### config.mk
export PLATFORM = sky130hd
export DESIGN_NAME = mesh_router
export DESIGN_NICKNAME = d
export VERILOG_FILES = /design/src/rtl/mesh_router_pkg.sv /design/src/rtl/mesh_router_fifo.sv /design/src/rtl/mesh_router.sv
export SDC_FILE = /design/constraint.sdc
export NUM_CORES = 1
export LEC_CHECK = 0
export ABC_AREA = 1
export BUFFER_PORTS_ARGS = -buffer_cell sky130_fd_sc_hd__buf_2
export CORE_UTILIZATION = 45
export CTS_BUF_LIST = sky130_fd_sc_hd__clkbuf_16
export DETAILED_ROUTE_END_ITERATION = 6
export PLACE_DENSITY = 0.66
export SLEW_MARGIN = 5
export SYNTH_ARGS = -nofsm -noshare
export SYNTH_HDL_FRONTEND = slang
export SYNTH_SLANG_ARGS = --single-unit
### constraint.sdc
create_clock -name clk -period 8.5 [get_ports clk]
set_clock_uncertainty 0.05 [all_clocks]
set_input_delay 0.85 -clock clk [delete_from_list [all_inputs] [get_ports clk]]
set_output_delay 0.85 -clock clk [all_outputs]
set_load 0.02 [all_outputs]
### src/rtl/mesh_router_pkg.sv
// Shared constants and the XY routing function for the mesh router node.
// Port indices match the bit positions of the router's per-port vectors.
package mesh_router_pkg;

    localparam int NPORTS          = 5;
    localparam int COORD_W_DEFAULT = 4;

    localparam logic [2:0] P_L = 3'd0;
    localparam logic [2:0] P_N = 3'd1;
    localparam logic [2:0] P_E = 3'd2;
    localparam logic [2:0] P_S = 3'd3;
    localparam logic [2:0] P_W = 3'd4;

    // Dimension-ordered routing: X is resolved completely before Y, which is what keeps the mesh deadlock-free.
    function automatic logic [2:0] route_port(input logic [15:0] dest_x,
                                              input logic [15:0] dest_y,
                                              input logic [15:0] my_x,
                                              input logic [15:0] my_y);
        if (dest_x > my_x) begin
            return P_E;
        end else if (dest_x < my_x) begin
            return P_W;
        end else if (dest_y > my_y) begin
            return P_N;
        end else if (dest_y < my_y) begin
            return P_S;
        end
        return P_L;
    endfunction

endpackage

### src/rtl/mesh_router_fifo.sv
// Two-entry valid/ready input buffer. in_ready depends on occupancy only,
// so an upstream node never sees a combinational path through this router.
module mesh_router_fifo #(
    parameter int WIDTH = 32
) (
    input  logic             clk,
    input  logic             rst_n,
    input  logic             in_valid_i,
    input  logic [WIDTH-1:0] in_data_i,
    output logic             in_ready_o,
    output logic             head_valid_o,
    output logic [WIDTH-1:0] head_data_o,
    input  logic             pop_i
);

    logic [WIDTH-1:0] mem_q [2];
    logic             wr_ptr_q, wr_ptr_d;
    logic             rd_ptr_q, rd_ptr_d;
    logic [1:0]       count_q, count_d;
    logic             push;
    logic             pop;

    assign in_ready_o   = (count_q != 2'd2);
    assign head_valid_o = (count_q != 2'd0);
    assign head_data_o  = mem_q[rd_ptr_q];

    assign push = in_valid_i && in_ready_o;
    assign pop  = pop_i && head_valid_o;

    always_comb begin
        wr_ptr_d = wr_ptr_q;
        rd_ptr_d = rd_ptr_q;
        count_d  = count_q;
        if (push) begin
            wr_ptr_d = ~wr_ptr_q;
        end
        if (pop) begin
            rd_ptr_d = ~rd_ptr_q;
        end
        case ({push, pop})
            2'b10:   count_d = count_q + 2'd1;
            2'b01:   count_d = count_q - 2'd1;
            default: count_d = count_q;
        endcase
    end

    always_ff @(posedge clk or negedge rst_n) begin
        if (!rst_n) begin
            wr_ptr_q <= 1'b0;
            rd_ptr_q <= 1'b0;
            count_q  <= 2'd0;
        end else begin
            wr_ptr_q <= wr_ptr_d;
            rd_ptr_q <= rd_ptr_d;
            count_q  <= count_d;
        end
    end

    // Storage needs no reset: an entry is only visible while count_q covers it.
    always_ff @(posedge clk) begin
        if (push) begin
            mem_q[wr_ptr_q] <= in_data_i;
        end
    end

endmodule

### src/rtl/mesh_router.sv
// Five-port single-flit mesh router node: per-input 2-deep FIFOs, XY routing,
// and a round-robin arbiter feeding a registered stage on every output.
module mesh_router
    import mesh_router_pkg::*;
#(
    parameter int WIDTH   = 32,
    parameter int COORD_W = COORD_W_DEFAULT,
    parameter int MY_X    = 0,
    parameter int MY_Y    = 0
) (
    input  logic                      clk,
    input  logic                      rst_n,
    input  logic [NPORTS-1:0]         in_valid,
    input  logic [NPORTS*WIDTH-1:0]   in_data,
    output logic [NPORTS-1:0]         in_ready,
    output logic [NPORTS-1:0]         out_valid,
    output logic [NPORTS*WIDTH-1:0]   out_data,
    input  logic [NPORTS-1:0]         out_ready
);

    logic [NPORTS-1:0]              head_valid;
    logic [WIDTH-1:0]               head_data [NPORTS];
    logic [2:0]                     route     [NPORTS];
    logic [NPORTS-1:0][NPORTS-1:0]  req_mat;      // [output][input]
    logic [NPORTS-1:0]              grant     [NPORTS];
    logic [NPORTS-1:0]              pop;

    genvar gi;

    generate
        for (gi = 0; gi < NPORTS; gi++) begin : gen_in
            mesh_router_fifo #(
                .WIDTH (WIDTH)
            ) u_fifo (
                .clk          (clk),
                .rst_n        (rst_n),
                .in_valid_i   (in_valid[gi]),
                .in_data_i    (in_data[gi*WIDTH +: WIDTH]),
                .in_ready_o   (in_ready[gi]),
                .head_valid_o (head_valid[gi]),
                .head_data_o  (head_data[gi]),
                .pop_i        (pop[gi])
            );

            assign route[gi] = route_port(
                16'(head_data[gi][WIDTH-1 -: COORD_W]),
                16'(head_data[gi][WIDTH-1-COORD_W -: COORD_W]),
                16'(MY_X),
                16'(MY_Y));
        end
    endgenerate

    always_comb begin
        req_mat = '0;
        for (int o = 0; o < NPORTS; o++) begin
            for (int i = 0; i < NPORTS; i++) begin
                req_mat[o][i] = head_valid[i] && (route[i] == 3'(o));
            end
        end
    end

    // Each head requests one output only, so OR-ing the grant columns pops each input at most once.
    always_comb begin
        pop = '0;
        for (int o = 0; o < NPORTS; o++) begin
            pop = pop | grant[o];
        end
    end

    generate
        for (gi = 0; gi < NPORTS; gi++) begin : gen_out
            logic [2:0]        ptr_q, ptr_d;
            logic              out_valid_q, out_valid_d;
            logic [WIDTH-1:0]  out_data_q, out_data_d;
            logic              slot_free;
            logic              found;
            logic [2:0]        idx;
            logic [NPORTS-1:0] grant_loc;
            logic [WIDTH-1:0]  sel_data;

            assign slot_free = !out_valid_q || out_ready[gi];

            // Search starts just after the last winner; a held output issues no grant at all.
            always_comb begin
                grant_loc = '0;
                found     = 1'b0;
                idx       = 3'd0;
                ptr_d     = ptr_q;
                for (int k = 1; k <= NPORTS; k++) begin
                    idx = 3'((int'(ptr_q) + k) % NPORTS);
                    if (!found && slot_free && req_mat[gi][idx]) begin
                        grant_loc[idx] = 1'b1;
                        found          = 1'b1;
                        ptr_d          = idx;
                    end
                end
            end

            always_comb begin
                sel_data = '0;
                for (int i = 0; i < NPORTS; i++) begin
                    if (grant_loc[i]) begin
                        sel_data = sel_data | head_data[i];
                    end
                end
            end

            always_comb begin
                out_valid_d = out_valid_q;
                out_data_d  = out_data_q;
                if (slot_free) begin
                    out_valid_d = found;
                    if (found) begin
                        out_data_d = sel_data;
                    end
                end
            end

            always_ff @(posedge clk or negedge rst_n) begin
                if (!rst_n) begin
                    ptr_q       <= 3'(NPORTS - 1);
                    out_valid_q <= 1'b0;
                    out_data_q  <= '0;
                end else begin
                    ptr_q       <= ptr_d;
                    out_valid_q <= out_valid_d;
                    out_data_q  <= out_data_d;
                end
            end

            assign grant[gi]                    = grant_loc;
            assign out_valid[gi]                = out_valid_q;
            assign out_data[gi*WIDTH +: WIDTH]  = out_data_q;
        end
    endgenerate

endmodule

==> flow_summary.ini <==
[timing]
worstMarginPinSlew_ps = 995
rsz0062_at_grt = false
hold_violations = 0
period_share = 0.776
fmax_mhz = 152
final.setup.tns_ps = 0
setup_viol = 0
period_minus_slack_ps = 6590
max-slew-margin-rel = 0.330
slew_viol_final = 0

[placement]
placed_cells = 4220
place_area_mm2 = 0.0285
port_buffers = 307
dp_hpwl_um = 59200
gp_congestion = 0.931

[final_layout]
final_nets = 3763
syn_to_final_growth_pct = 13.8
drive_gt1_frac = 0.155
fin_util = 0.520
nFillCells = 5467
final_area_mm2 = 0.0302
fin_cells = 4322

[cts]
postCtsHoldBufs = 0
postCtsSetupBuffers = 0
root_buffer = clkbuf_16
cts_tree = built
cts_num_sinks = 481
clk_latency_ps = 620
clk_pin_slew_worst_paths_ps = 60
ctsResizeCount = 0
htree_levels = 2
cts_buffers = 53
clockBufferDepth = 3

[hold_path]
hold_path_class = flip-flop to flip-flop

[global_route]
antenna_found_initial = 6
grt_first_pass_wirelength_um = 125000
grt_usage = 0.278
grt_max_degree = 97
grt_pass1_vias = 20700
gr-total-overflow = 0

[routing]
dr.pass1.iters = 6
post_drt_wl_per_cell_um = 19.3
ant_nets = 0
viasPerCell = 5.17
drt-total-wl_um = 83400
drt_iter0_drc = 2132
drc = 0
route.vias.total = 22400

[setup_path]
slowest_delay_ps = 770
criticalPathCategory = flip-flop to flip-flop
cp.arrival_ps = 7030
cp.required_ps = 8930
r2r_setup_slack_ps = 1910
start_kind = flip-flop
path_max_fanout = 25
crit_path_end_kind = flip-flop
cpMostUsedCell = nand2_1
slowest_stage = dfrtp_1
crit_buf_inv = 5
critPathTopFamily = simple AND/OR/NAND/NOR gates

[floorplanning]
die_h_um = 245
core_area_mm2 = 0.0580
ios = 342
die_w_um = 245
dieArea_mm2 = 0.0599
initial_core_util = 0.457
std_cell_rows = 88

[synth]
yosysTopAreaCell = edfxtp_1
synth.distinct_cells = 54
yosysMostFrequentCell = nand2_1
ys_top_cells_by_area = edfxtp_1 (36%), nand2_1 (17%), dfrtp_1 (15%)
ys.flop_type = edfxtp_1
syn_area_mm2 = 0.0265
synth_warnings = 0
yosys.area.top_type_share = 0.362
synth-seq-area-share = 0.514
synth_area_per_cell_um2 = 8.16
synthTopCellsByCount = nand2_1 (1,176), inv_1 (337), nor2_1 (326)
ys_async_sr_fraction = 0.335
ys_ff_latch = 481
synth_edf_count = 320
syn_inst = 3253

[flow_run]
max_cap_violations = 0

[run_status]
status = completed
[state kept, by name, summed over array words and instances, names as in the netlist]
register and flops:
gen_in.u_fifo.count_q 10, gen_in.u_fifo.mem_q 320, gen_in.u_fifo.rd_ptr_q 5, gen_in.u_fifo.wr_ptr_q 5, gen_out.out_data_q 128, gen_out.out_valid_q 4
gen_out.ptr_q 9
[placed cells by master, fill, tap and decap left out, types with 13 or more instances in the layout]
cell type     n
nand4_1      44
conb_1       33
nor2_1      316
dfrtp_1     156
nand2_1    1176
buf_2       306
edfxtp_1    320
nor3_1       14
inv_1       350
clkbuf_16    54
or2_2        19
nand2_2      20
inv_2        16
clkinv_1     14
nor2_2       21
ha_1         80
buf_4        31
mux2_2       24
o21ai_1      13
a21oi_1     107
nand3_1     184
o21ai_0     118
[metal layers]
layer,vias to the layer above,global-route usage,share of wire,wire length [um]
met5,-,0,0.00044,37
met4,6,0.134,0.049,4120
met3,179,0.0480,0.084,7010
met2,956,0.460,0.47,39300
met1,10400,0.353,0.40,33000
li1,10800,-,-,-
[worst paths after layout]
kind	depth (start not counted)	from	end
min in group asynchronous	1	rst_n	gen_in[3].u_fifo.count_q[0]
min reg2reg	0	gen_out[3].out_data_q[4]	gen_out[3].out_data_q[4]
max reg2reg	30	gen_out[0].ptr_q[0]	gen_in[2].u_fifo.count_q[1]
min	0	gen_out[3].out_data_q[4]	gen_out[3].out_data_q[4]
max in group asynchronous	2	rst_n	gen_out[3].out_data_q[25]
max	30	gen_out[0].ptr_q[0]	gen_in[2].u_fifo.count_q[1]
[cell families after synthesis]
| kind of cell | after synthesis | share of synthesized area |
|---|---|---|
| flip-flops | 481 | 0.514 |
| multiplexers | 24 | 0.0102 |
| AND/OR/NAND/NOR | 1832 | 0.285 |
| buffers and inverters | 528 | 0.0864 |
| adder cells (fa/ha/maj) | 81 | 0.0385 |
| other | 1 | 0.000141 |
| XOR/XNOR | 25 | 0.00854 |
| AO/OA/AOI/OAI | 281 | 0.0571 |
[through the flow]
| step | worst slack [ps] | hold WS (ps) |
|---|---|---|
| 5_1_grt | 1170 | 305 |
| 6_report | 1910 | 319 |
| 4_1_cts | 2060 | 303 |
| 3_3_place_gp | 2130 | 310 |
| 3_5_place_dp | 2100 | 310 |
| 2_1_floorplan | 3620 | 409 |
[layout make-up]
class / count / area [um2] / share of cell area
Tap cell: 765 / 957 / 0.0317
Clock inverter: 45 / 327 / 0.0108
Multi-Input combinational cell: 2276 / 10800 / 0.357
Timing Repair Buffer: 338 / 1780 / 0.0589
Antenna cell: 3 / 7.51 / 0.000249
Inverter: 360 / 1350 / 0.0449
Clock buffer: 54 / 1350 / 0.0448
Sequential cell: 481 / 13600 / 0.452
Power is not shown: default switching activity piles up to over one toggle a cycle in this logic, so the estimate is an artifact.
